==> config.mk <==
export PLATFORM = sky130hd
export DESIGN_NAME = pi_link_master
export DESIGN_NICKNAME = d
export VERILOG_FILES = /design/src/rtl/pi_link_master.sv
export SDC_FILE = /design/constraint.sdc
export NUM_CORES = 1
export LEC_CHECK = 0
export BUFFER_PORTS_ARGS = -buffer_cell sky130_fd_sc_hd__buf_2
export CAP_MARGIN = 20
export CORE_MARGIN = 4
export CORE_UTILIZATION = 34
export CTS_CLUSTER_DIAMETER = 200
export DETAILED_ROUTE_END_ITERATION = 10
export GPL_TIMING_DRIVEN = 0
export PLACE_DENSITY_LB_ADDON = 0.1
export SETUP_SLACK_MARGIN = 0.15
export SYNTH_ARGS = -nofsm -noshare
export SYNTH_HDL_FRONTEND = slang
export SYNTH_SLANG_ARGS = --single-unit
==> constraint.sdc <==
create_clock -name clk -period 1.1 [get_ports clk]
set_input_delay 0.22 -clock clk [delete_from_list [all_inputs] [get_ports clk]]
set_output_delay 0.22 -clock clk [all_outputs]
set_load 0.05 [all_outputs]
==> src/rtl/pi_link_master.sv <==
// ---------------------------------------------------------------------------
// pi_link_master
//
// Host-side master of the GPIO byte link to the ISA capture FPGA. It
// generates the link clock and the {STATE1,STATE0} code, drains captured
// ISA-write bytes from the FPGA outbound RAM, and (optionally) pushes 16-bit
// stereo frames into the FPGA S/PDIF FIFOs.
//
// Optional feature macro: PI_LINK_AUDIO_EN
//   defined   -> AUDIO state, frame latch and rx_req synchronizer are built
//   undefined -> fetch-only master; link_di and sample_ready are tied to 0
//
// Parameters:
//   CLK_DIV   clk cycles per link-clock half period (>= 2)
//   IDLE_MIN  state-0 link rises required before each decision (>= 2)
//
// Ports:
//   clk, rst            clock and synchronous active-high reset
//   link_clock          FPGA CLOCK pin
//   link_state[1:0]     FPGA {STATE1,STATE0}
//   link_di[7:0]        FPGA DI7..DI0 (audio bytes)
//   link_do[7:0]        FPGA DO7..DO0 (captured byte), asynchronous
//   tx_req, rx_req      FPGA request lines, asynchronous
//   rx_data/rx_valid    fetched byte with one-cycle strobe
//   rx_ready            byte consumer can accept
//   sample_l/sample_r   signed PCM frame offered with sample_valid
//   sample_ready        one-cycle frame accept strobe
// ---------------------------------------------------------------------------
module pi_link_master #(
    parameter int CLK_DIV  = 4,
    parameter int IDLE_MIN = 2
) (
    input  logic        clk,
    input  logic        rst,
    output logic        link_clock,
    output logic [1:0]  link_state,
    output logic [7:0]  link_di,
    input  logic [7:0]  link_do,
    input  logic        tx_req,
    input  logic        rx_req,
    output logic [7:0]  rx_data,
    output logic        rx_valid,
    input  logic        rx_ready,
    input  logic [15:0] sample_l,
    input  logic [15:0] sample_r,
    input  logic        sample_valid,
    output logic        sample_ready
);

    localparam int PH_W  = $clog2(CLK_DIV);
    localparam int CNT_W = $clog2(IDLE_MIN + 1);
    localparam logic [PH_W-1:0]  PH_LAST = PH_W'(CLK_DIV - 1);
    localparam logic [CNT_W-1:0] CNT_MAX = CNT_W'(IDLE_MIN);

`ifdef PI_LINK_AUDIO_EN
    typedef enum logic [1:0] {S_IDLE, S_FETCH, S_AUDIO} state_t;
`else
    typedef enum logic {S_IDLE, S_FETCH} state_t;
`endif

    logic [PH_W-1:0]  phase_q;
    logic             link_clock_q;
    logic             fall_tick;
    logic             rise_tick;
    logic             tx_meta_q;
    logic             tx_sync_q;

    state_t           state_q, state_d;
    logic [CNT_W-1:0] idle_cnt_q, idle_cnt_d;
    logic             last_audio_q, last_audio_d;
    logic [1:0]       link_state_q, link_state_d;
    logic [7:0]       rx_data_q, rx_data_d;
    logic             rx_valid_q, rx_valid_d;
    logic             fetch_ok;
    logic             audio_ok;

    // Link clock generator: the flop toggles when the phase counter wraps.
    // The wrap cycle is a fall tick when the clock is currently high and a
    // rise tick when it is low; all link-side registers update on that edge.
    always_ff @(posedge clk) begin
        if (rst) begin
            phase_q      <= '0;
            link_clock_q <= 1'b0;
        end else if (phase_q == PH_LAST) begin
            phase_q      <= '0;
            link_clock_q <= ~link_clock_q;
        end else begin
            phase_q      <= phase_q + PH_W'(1);
        end
    end

    assign fall_tick = (phase_q == PH_LAST) &&  link_clock_q;
    assign rise_tick = (phase_q == PH_LAST) && !link_clock_q;

    // Two-flop synchronizer for the asynchronous FPGA transmit request.
    always_ff @(posedge clk) begin
        if (rst) begin
            tx_meta_q <= 1'b0;
            tx_sync_q <= 1'b0;
        end else begin
            tx_meta_q <= tx_req;
            tx_sync_q <= tx_meta_q;
        end
    end

    assign fetch_ok = tx_sync_q && rx_ready;

`ifdef PI_LINK_AUDIO_EN
    logic        rx_meta_q;
    logic        rx_sync_q;
    logic [23:0] frame_q, frame_d;
    logic [2:0]  byte_idx_q, byte_idx_d;
    logic [2:0]  byte_idx_nxt;
    logic [7:0]  link_di_q, link_di_d;
    logic        sample_ready_q, sample_ready_d;
    logic [7:0]  next_byte;

    // Two-flop synchronizer for the FPGA FIFO-space request.
    always_ff @(posedge clk) begin
        if (rst) begin
            rx_meta_q <= 1'b0;
            rx_sync_q <= 1'b0;
        end else begin
            rx_meta_q <= rx_req;
            rx_sync_q <= rx_meta_q;
        end
    end

    assign audio_ok     = rx_sync_q && sample_valid;
    assign byte_idx_nxt = byte_idx_q + 3'd1;

    // The first byte (R high) goes out directly from the input on the
    // deciding tick, so the latch only keeps L and R low.
    // frame_q = {L[15:8], L[7:0], R[7:0]}; bytes 4 and 5 are zero padding.
    always_comb begin
        case (byte_idx_nxt)
            3'd1:    next_byte = frame_q[7:0];
            3'd2:    next_byte = frame_q[23:16];
            3'd3:    next_byte = frame_q[15:8];
            default: next_byte = 8'h00;
        endcase
    end

    // Audio-side registers.
    always_ff @(posedge clk) begin
        if (rst) begin
            frame_q        <= '0;
            byte_idx_q     <= '0;
            link_di_q      <= '0;
            sample_ready_q <= 1'b0;
        end else begin
            frame_q        <= frame_d;
            byte_idx_q     <= byte_idx_d;
            link_di_q      <= link_di_d;
            sample_ready_q <= sample_ready_d;
        end
    end

    assign link_di      = link_di_q;
    assign sample_ready = sample_ready_q;
`else
    logic unused_audio_inputs;

    assign audio_ok            = 1'b0;
    assign link_di             = 8'h00;
    assign sample_ready        = 1'b0;
    assign unused_audio_inputs = ^{rx_req, sample_valid, sample_l, sample_r};
`endif

    // Control state register. last_audio resets to 1 so that the first
    // contested decision after reset goes to a byte fetch.
    always_ff @(posedge clk) begin
        if (rst) begin
            state_q      <= S_IDLE;
            idle_cnt_q   <= '0;
            last_audio_q <= 1'b1;
            link_state_q <= 2'd0;
            rx_data_q    <= 8'h00;
            rx_valid_q   <= 1'b0;
        end else begin
            state_q      <= state_d;
            idle_cnt_q   <= idle_cnt_d;
            last_audio_q <= last_audio_d;
            link_state_q <= link_state_d;
            rx_data_q    <= rx_data_d;
            rx_valid_q   <= rx_valid_d;
        end
    end

    // Next-state logic. IDLE counts state-0 rises (saturating) so the FPGA
    // has time to refresh TX_REQ and its RAM output before the next decision.
    // Every decision and every state exit happens on a fall tick, which keeps
    // link_state/link_di stable for a full half period before each rise.
    always_comb begin
        state_d      = state_q;
        idle_cnt_d   = idle_cnt_q;
        last_audio_d = last_audio_q;
        link_state_d = link_state_q;
        rx_data_d    = rx_data_q;
        rx_valid_d   = 1'b0;
`ifdef PI_LINK_AUDIO_EN
        frame_d        = frame_q;
        byte_idx_d     = byte_idx_q;
        link_di_d      = link_di_q;
        sample_ready_d = 1'b0;
`endif
        case (state_q)
            S_IDLE: begin
                if (rise_tick && (idle_cnt_q != CNT_MAX)) begin
                    idle_cnt_d = idle_cnt_q + CNT_W'(1);
                end
                if (fall_tick && (idle_cnt_q == CNT_MAX)) begin
                    if (fetch_ok && (!audio_ok || last_audio_q)) begin
                        state_d      = S_FETCH;
                        link_state_d = 2'd1;
                        rx_data_d    = link_do;
                        rx_valid_d   = 1'b1;
                        last_audio_d = 1'b0;
                    end
`ifdef PI_LINK_AUDIO_EN
                    else if (audio_ok) begin
                        state_d        = S_AUDIO;
                        link_state_d   = 2'd3;
                        frame_d        = {sample_l, sample_r[7:0]};
                        link_di_d      = sample_r[15:8];
                        byte_idx_d     = 3'd0;
                        sample_ready_d = 1'b1;
                        last_audio_d   = 1'b1;
                    end
`endif
                end
            end
            S_FETCH: begin
                if (fall_tick) begin
                    state_d      = S_IDLE;
                    link_state_d = 2'd0;
                    idle_cnt_d   = '0;
                end
            end
`ifdef PI_LINK_AUDIO_EN
            S_AUDIO: begin
                if (fall_tick) begin
                    if (byte_idx_q == 3'd5) begin
                        state_d      = S_IDLE;
                        link_state_d = 2'd0;
                        link_di_d    = 8'h00;
                        idle_cnt_d   = '0;
                    end else begin
                        byte_idx_d = byte_idx_nxt;
                        link_di_d  = next_byte;
                    end
                end
            end
`endif
            default: begin
                state_d = S_IDLE;
            end
        endcase
    end

    assign link_clock = link_clock_q;
    assign link_state = link_state_q;
    assign rx_data    = rx_data_q;
    assign rx_valid   = rx_valid_q;

endmodule
Word-level counts from Yosys, hierarchy flattened:

Cells that the tools add are included.

* bits in registers: 19
* output and inout bits: 21
* logic and storage cells: 41
* input bits: 46

* $add $sub $neg: 2
* bitwise operators: 2
* eq/ne operators: 7
* mux-type cells: 10
* reductions and logical operators: 11

Operators with widths (number)
* 2-bit inequality test (second input constant): 5
* 2-bit 2-to-1 mux: 4
* 2-bit one-hot mux with 2 select lines: 2
* 3-bit AND reduction: 2
* 1-bit logical AND: 5
* 2-bit by 1-bit adder with 2-bit output (second input constant): 2
* 2-bit == test (second input constant): 2
* 2-bit OR reduction: 2
* 1-bit 2-to-1 mux: 3
* 1-bit NOT: 2
* 1-bit one-hot mux with 2 select lines: 1
* 2-bit AND reduction: 1
* 1-bit zero test: 1

Logic depth before layout (Yosys ltp):

Gate-level depths: netlist (run 1).

* word-level depth: 5
* gate-level depth with buffers: 6
* gate-level depth less buffers: 5

Least setup slack after synthesis (run 1):

OpenSTA, ideal clock, no wires.

* path kind: register -> register
* from: register link_clock_q (netlist: link_clock)
* to: register rx_data_q[0] (netlist: rx_data[0])
* required time: 1.028 ns
* cell stages (with the launch flop): 6
* path slack: -0.299 ns
* period minus slack after synthesis: 1.399 ns
* data arrival time: 1.327 ns
* cells stage by stage: dfxtp_1 > buf_4 > nand2_2 > nor2b_4 > buf_6 > mux2i_1

* word-level cells in the longest chain between the ends: 3

Ends and longest elaborated chain
* start: declaration: line 62 `logic link_clock_q;`
* start signal: assignment: line 86 `link_clock_q <= ~link_clock_q;`
* 1-bit logical AND: line 92 `assign fall_tick = (phase_q == PH_LAST) && link_clock_q;`
* 1-bit logical AND: line 212 `if (fall_tick && (idle_cnt_q == CNT_MAX)) begin`
* 3-bit AND reduction (no line)
* end signal: assignment: line 185 `rx_data_q <= rx_data_d;`
* end: declaration: line 72 `logic [7:0] rx_data_q, rx_data_d;`

Every way passes these cells.
A chain may end at the register's enable or synchronous reset.

Final worst setup path (run 1):

* from: register idle_cnt_q[0]
* to: register rx_data_q[1] (netlist: rx_data[1])

* word-level cells in the longest chain between the ends: 3

Ends and longest elaborated chain
* start: declaration: line 69 `logic [CNT_W-1:0] idle_cnt_q, idle_cnt_d;`
* start signal: assignment: line 182 `idle_cnt_q <= idle_cnt_d;`
* 2-bit == test: line 212
* 1-bit logical AND: line 212
* 3-bit AND reduction (no line)

Every way passes these cells.

==> flow_summary.toml, run 1 <==
[worst_setup_path]
r2r_slack_ns = -0.22
start_kind = "flop"
critPathLaunch = "idle_cnt_q[0]"
crit_path_cell_trace = "inv_2 > ha_4 > and4b_1 > nor2b_4 > buf_8 > mux2i_1"
critPathCaptureType = "flop"
reg2regPathDepth = 6
critPathRequiredTime_ns = 1.31
critPathKind = "reg2reg"
reg2reg_from = "idle_cnt_q[0]"
crit_slowest_cell = "dfxtp_2"
worstPathMaxFanout = 8
cpPeakStageDelay_ns = 0.34
arrival_ns = 1.53

[min_path]
holdCritPathClass = "in2reg"
hold_depth = 2
hold_start = "tx_req"

[drt]
drc = 0
vias = 695
wl_per_cell_um = 10.8
ant_nets = 0
drt_iter0_drc = 9
drt-pass1-iter-count = 4
routed_via_density = 4.37
drt_wl_total_mm = 1.71

[placed_design]
dp_hpwl_mm = 1.16
gp_congestion = 0.662
port_buffers = 21
dp_slack_ns = -0.204

[clocking]
hold_buffers = 0
cts_sinks = 18
clockBufferDepth = 2
htreeDepth = 1
cts_buffers = 3
path_clk_slew_ns = 0.11
root_buffer = "clkbuf_4"
clk_latency_ns = 0.29
cts_tree = "yes"

[floorplan]
start_util = 0.372
core_area_um2 = 2300
die_x_um = 58.1
fp-row-count = 17
die_height_um = 58.1
ios = 67
dieArea_um2 = 3380

[sta]
fin_skew_ns = 0.00808
rsz0062_at_grt = "true"
setup_violations = 13
finalMaxSlewViolations = 0
period_needed_ns = 1.32
period_share = 1.20
finalHoldViolations = 0
setup_slack_ns = -0.215
worst_pin_slew_ns = 0.592
fmax_mhz = 760
max_slew_margin = 0.605

[pwr]
ir_drop_uv = 577
finalPower_mw = 1.30
p_per_area_nw_per_um2 = 988
p_leak_nw = 0.549

[outcome]
status = "complete, but fails checks"
violations = "negative setup slack"

[finish]
drive_gt1_frac = 0.550
nets = 180
diodes = 0
areaGrowthSynthToFinish_pct = 53.7

[global_route]
grt_usage = 0.106
grt.met2_usage = 0.185
grt_start_max_net_pins = 11
grt_use_met1 = 0.121
antenna_found_initial = 0
grt.overflow.total = 0
met3_usage = 0.0267
grt_pass1_wl_mm = 2.81
grt_pass1_vias = 680
grt-busiest-layer = "met2"

[yosys]
ys_ff_latch = 18
yosysSeqAreaShare = 0.422
yosysWarnings = 0
syn_area_um2 = 855
syn_inst = 88
syn_area_per_cell_um2 = 9.71
synth_cell_types = 24

[flow_run]
maxCapViolCount = 0
## report_power, final
part | switching (mW) | leakage, nW | internal (mW)
clock network | 0.197 | 0.0150 | 0.141
registers | 0.0132 | 0.153 | 0.673
logic | 0.155 | 0.381 | 0.119
## flip-flops by register name, summed over array words and instances (netlist names)
signal and cells:
link_state 1, link_clock 1, idle_cnt_q 2, state_q 1
tx_sync_q 1, phase_q 2, rx_valid 1, tx_meta_q 1
rx_data 8
## final timing paths
check          endpoint
max          rx_data[1]
min           tx_meta_q
max reg2reg  rx_data[1]
min reg2reg   tx_sync_q
## timing repair
| action | CTS | global route |
|---|---|---|
| endpoints found under the setup margin | 25 | 27 |
| resized for setup | 44 | 10 |
| pin swaps | 3 | 3 |
| buffers inserted | 3 | 6 |
| endpoints found under the hold margin | 0 | 0 |
## layout by cell type (no fill, tap or decap), types with 2 or more instances in the layout
cell type / count
clkbuf_1: 3
buf_8: 11
nor4b_1: 2
nand2b_1: 16
a21oi_2: 2
ha_4: 2
dfxtp_2: 13
nand2_1: 2
nor2_1: 3
buf_4: 20
a21oi_1: 2
o32ai_1: 2
buf_2: 10
conb_1: 10
mux2i_1: 8
clkbuf_4: 3
nor2b_1: 2
buf_6: 3
dfxtp_1: 4
## cells by family after synthesis
kind of cell,count (synthesis),synth area share
adder cells (fa/ha/maj),2,0.0293
flip-flops,18,0.422
other,1,0.00439
XOR/XNOR,1,0.0103
AO/OA/AOI/OAI,7,0.0527
multiplexers,8,0.0937
buffers and inverters,18,0.145
AND/OR/NAND/NOR,33,0.243
## synth_stat cells
cell	n	share of area
or2_2	1	0.0073
nor3_1	1	0.0059
nand2b_1	16	0.12
ha_1	2	0.029
inv_1	2	0.0088
nand2_1	2	0.0088
xnor2_1	1	0.010
and4b_1	1	0.012
dfxtp_1	18	0.42
o32ai_1	2	0.021
a21oi_1	4	0.023
buf_6	1	0.013
clkbuf_1	2	0.0088
conb_1	1	0.0044
nor2b_1	2	0.015
mux2i_1	8	0.094
nand2_2	1	0.0073
buf_4	13	0.11
o21a_1	1	0.0088
nor4b_1	2	0.021
nor2b_4	1	0.016
nor3b_1	1	0.0088
nand3_1	2	0.012
nor2_1	3	0.013
## per-stage QoR
step / utilization / hold WS, ns / cell area [um2] / TNS [ns] / std cells
after floorplan: - / 0.348 / 907 / -0.784 / 97
after detailed placement: 0.456 / 0.418 / 1050 / -1.67 / 146
final: 0.572 / 0.136 / 1310 / -2.01 / 159
after global placement: 0.456 / 0.405 / 1050 / -1.44 / 146
after global routing: 0.572 / 0.159 / 1310 / -3.15 / 159
after CTS: 0.534 / 0.132 / 1230 / -1.97 / 153
## area by class of cell
cell class	count	area (um2)
multi-input cells	61	458
plain buffers	16	124
fillers	216	983
clock buffers	4	26.3
flip-flops and latches	18	380
inverters	2	7.51
repair buffers	30	283
well taps	28	35.0
## per-layer routing
metal  routed length (um)  up-vias
met3                  137        2
met1                  702      320
li1                     -      354
met2                  864       19
met5                    0        -
met4                   10        0
## critical path: cells and delay by family, from the launching register on
kind                       cells  cell delay (ns)
and+or+nand+nor                2             0.35
adders and majority gates      1             0.13
buffers and inverters          2             0.22
muxes                          1             0.19
DFF                            1             0.34
Note: power is estimated with default switching activity, not from simulation.
==> run 2, diff against run 1 <==
- CORE_MARGIN: 4 -> unset
==> run 2 against run 1 <==
Compared with the run above: the run still ends with negative setup slack left; clock skew is 0.0023 ns higher; largest cell class unchanged; highest routed layer unchanged; critical path type unchanged; via count is 1.4% higher; largest power group unchanged; critical endpoint is now rx_data[0]; worst setup slack worse by 0.0050 ns; sequential share of layout area is 1.1 points lower; routed wire length is 2.3% lower.
==> flow_summary.toml, run 2 (synthesized netlist as in run 1, its figures left out) <==
[floorplan]
start_util = 0.372
die_height_um = 52.1
die_x_um = 52.1
fp-row-count = 17
core_area_um2 = 2300
dieArea_um2 = 2720
ios = 67

[finish]
layout.cells.most_common_list = "21 x buf_4, 16 x nand2b_1, 13 x dfxtp_2"
nets = 183
areaGrowthSynthToFinish_pct = 59.6
layout.cells.non_filler = 162
largest_register_ffs = 8
final_common_cell = "buf_4"
drive_gt1_frac = 0.582
diodes = 0

[clocking]
htreeDepth = 1
cts_tree = "yes"
cts_buffers = 3
root_buffer = "clkbuf_4"
hold_buffers = 0
clk_latency_ns = 0.30
cts_sinks = 18
path_clk_slew_ns = 0.11
clockBufferDepth = 2

[outcome]
violations = "negative setup slack"
status = "complete, but fails checks"

[sta]
fin_skew_ns = 0.0104
max_slew_margin = 0.643
fmax_mhz = 757
period_needed_ns = 1.32
rsz0062_at_grt = "true"
period_share = 1.20
setup_violations = 13
setup_slack_ns = -0.220
finalMaxSlewViolations = 0
worst_pin_slew_ns = 0.536
finalHoldViolations = 0

[global_route]
grt_pass1_wl_mm = 2.78
grt_pass1_vias = 689
grt_usage = 0.140
grt_start_max_net_pins = 11
antenna_found_initial = 0
grt.overflow.total = 0

[worst_setup_path]
critPathKind = "reg2reg"
arrival_ns = 1.54
start_kind = "flop"
critPathRequiredTime_ns = 1.32
worstPathMaxFanout = 8
critPathCaptureType = "flop"

[min_path]
holdCritPathClass = "in2reg"

[placed_design]
dp_hpwl_mm = 1.08
post-place-cells = 146
dp_slack_ns = -0.210
gp_congestion = 0.730
port_buffers = 21

[pwr]
p_per_area_nw_per_um2 = 967
p_leak_nw = 0.566
ir_drop_uv = 669

[drt]
drt_iter0_drc = 5
drt_wl_total_mm = 1.68
wl_per_cell_um = 10.3
drc = 0
ant_nets = 0
vias = 705
routed_via_density = 4.35
drt-pass1-iter-count = 4

[flow_run]
maxCapViolCount = 0
## run 2: final cells by class
class                   count  area (um2)
clock buffers               4        26.3
plain buffers              16         124
well taps                  28        35.0
fillers                   213         933
repair buffers             33         317
flip-flops and latches     18         380
inverters                   2        7.51
multi-input cells          61         474
## run 2: through the flow
step / util / power [mW] / TNS [ns] / hold WS (ns) / instance area, um2
floorplan: - / 0.883 / -0.784 / 0.348 / 907
global placement: 0.456 / 0.915 / -1.47 / 0.406 / 1050
detailed placement: 0.456 / 0.920 / -1.78 / 0.416 / 1050
CTS: 0.544 / 1.30 / -2.10 / 0.120 / 1250
global route: 0.594 / 1.39 / -3.22 / 0.126 / 1360
finish: 0.594 / 1.32 / -2.35 / 0.126 / 1360
## run 2: repair_timing
action	CTS	global route
gates cloned	0	0
endpoints found under the setup margin	25	27
buffers inserted	5	7
pin swaps	2	4
resized for setup	47	13
hold endpoints to repair	0	0
## run 2: critical path, cell delays in order (launching register included)
cell     delay, ns
dfxtp_2       0.34
inv_2         0.07
ha_4          0.12
and4b_1       0.22
nor2b_4       0.16
buf_8         0.15
mux2i_1       0.18
## run 2: power breakdown
part	switching (mW)	leakage, nW	internal (mW)
Sequential	0.0142	0.153	0.672
Combinational	0.157	0.398	0.127
Clock	0.207	0.0150	0.141
## run 2: final timing paths
| path | startpoint | end | slack [ns] | depth (start not counted) |
|---|---|---|---|---|
| hold reg to reg | tx_meta_q | tx_sync_q | 0.46 | 1 |
| setup / recovery | idle_cnt_q[0] | rx_data[0] | -0.22 | 6 |
| hold / removal | tx_req | tx_meta_q | 0.13 | 2 |
| setup reg to reg | idle_cnt_q[0] | rx_data[0] | -0.22 | 6 |
## run 2: per-layer routing
metal	vias up	wire length, um	global-route usage
li1	364	-	-
met2	21	810	0.239
met1	318	775	0.161
met3	2	69	0.0351
met4	0	21	0.0658
met5	-	0	0
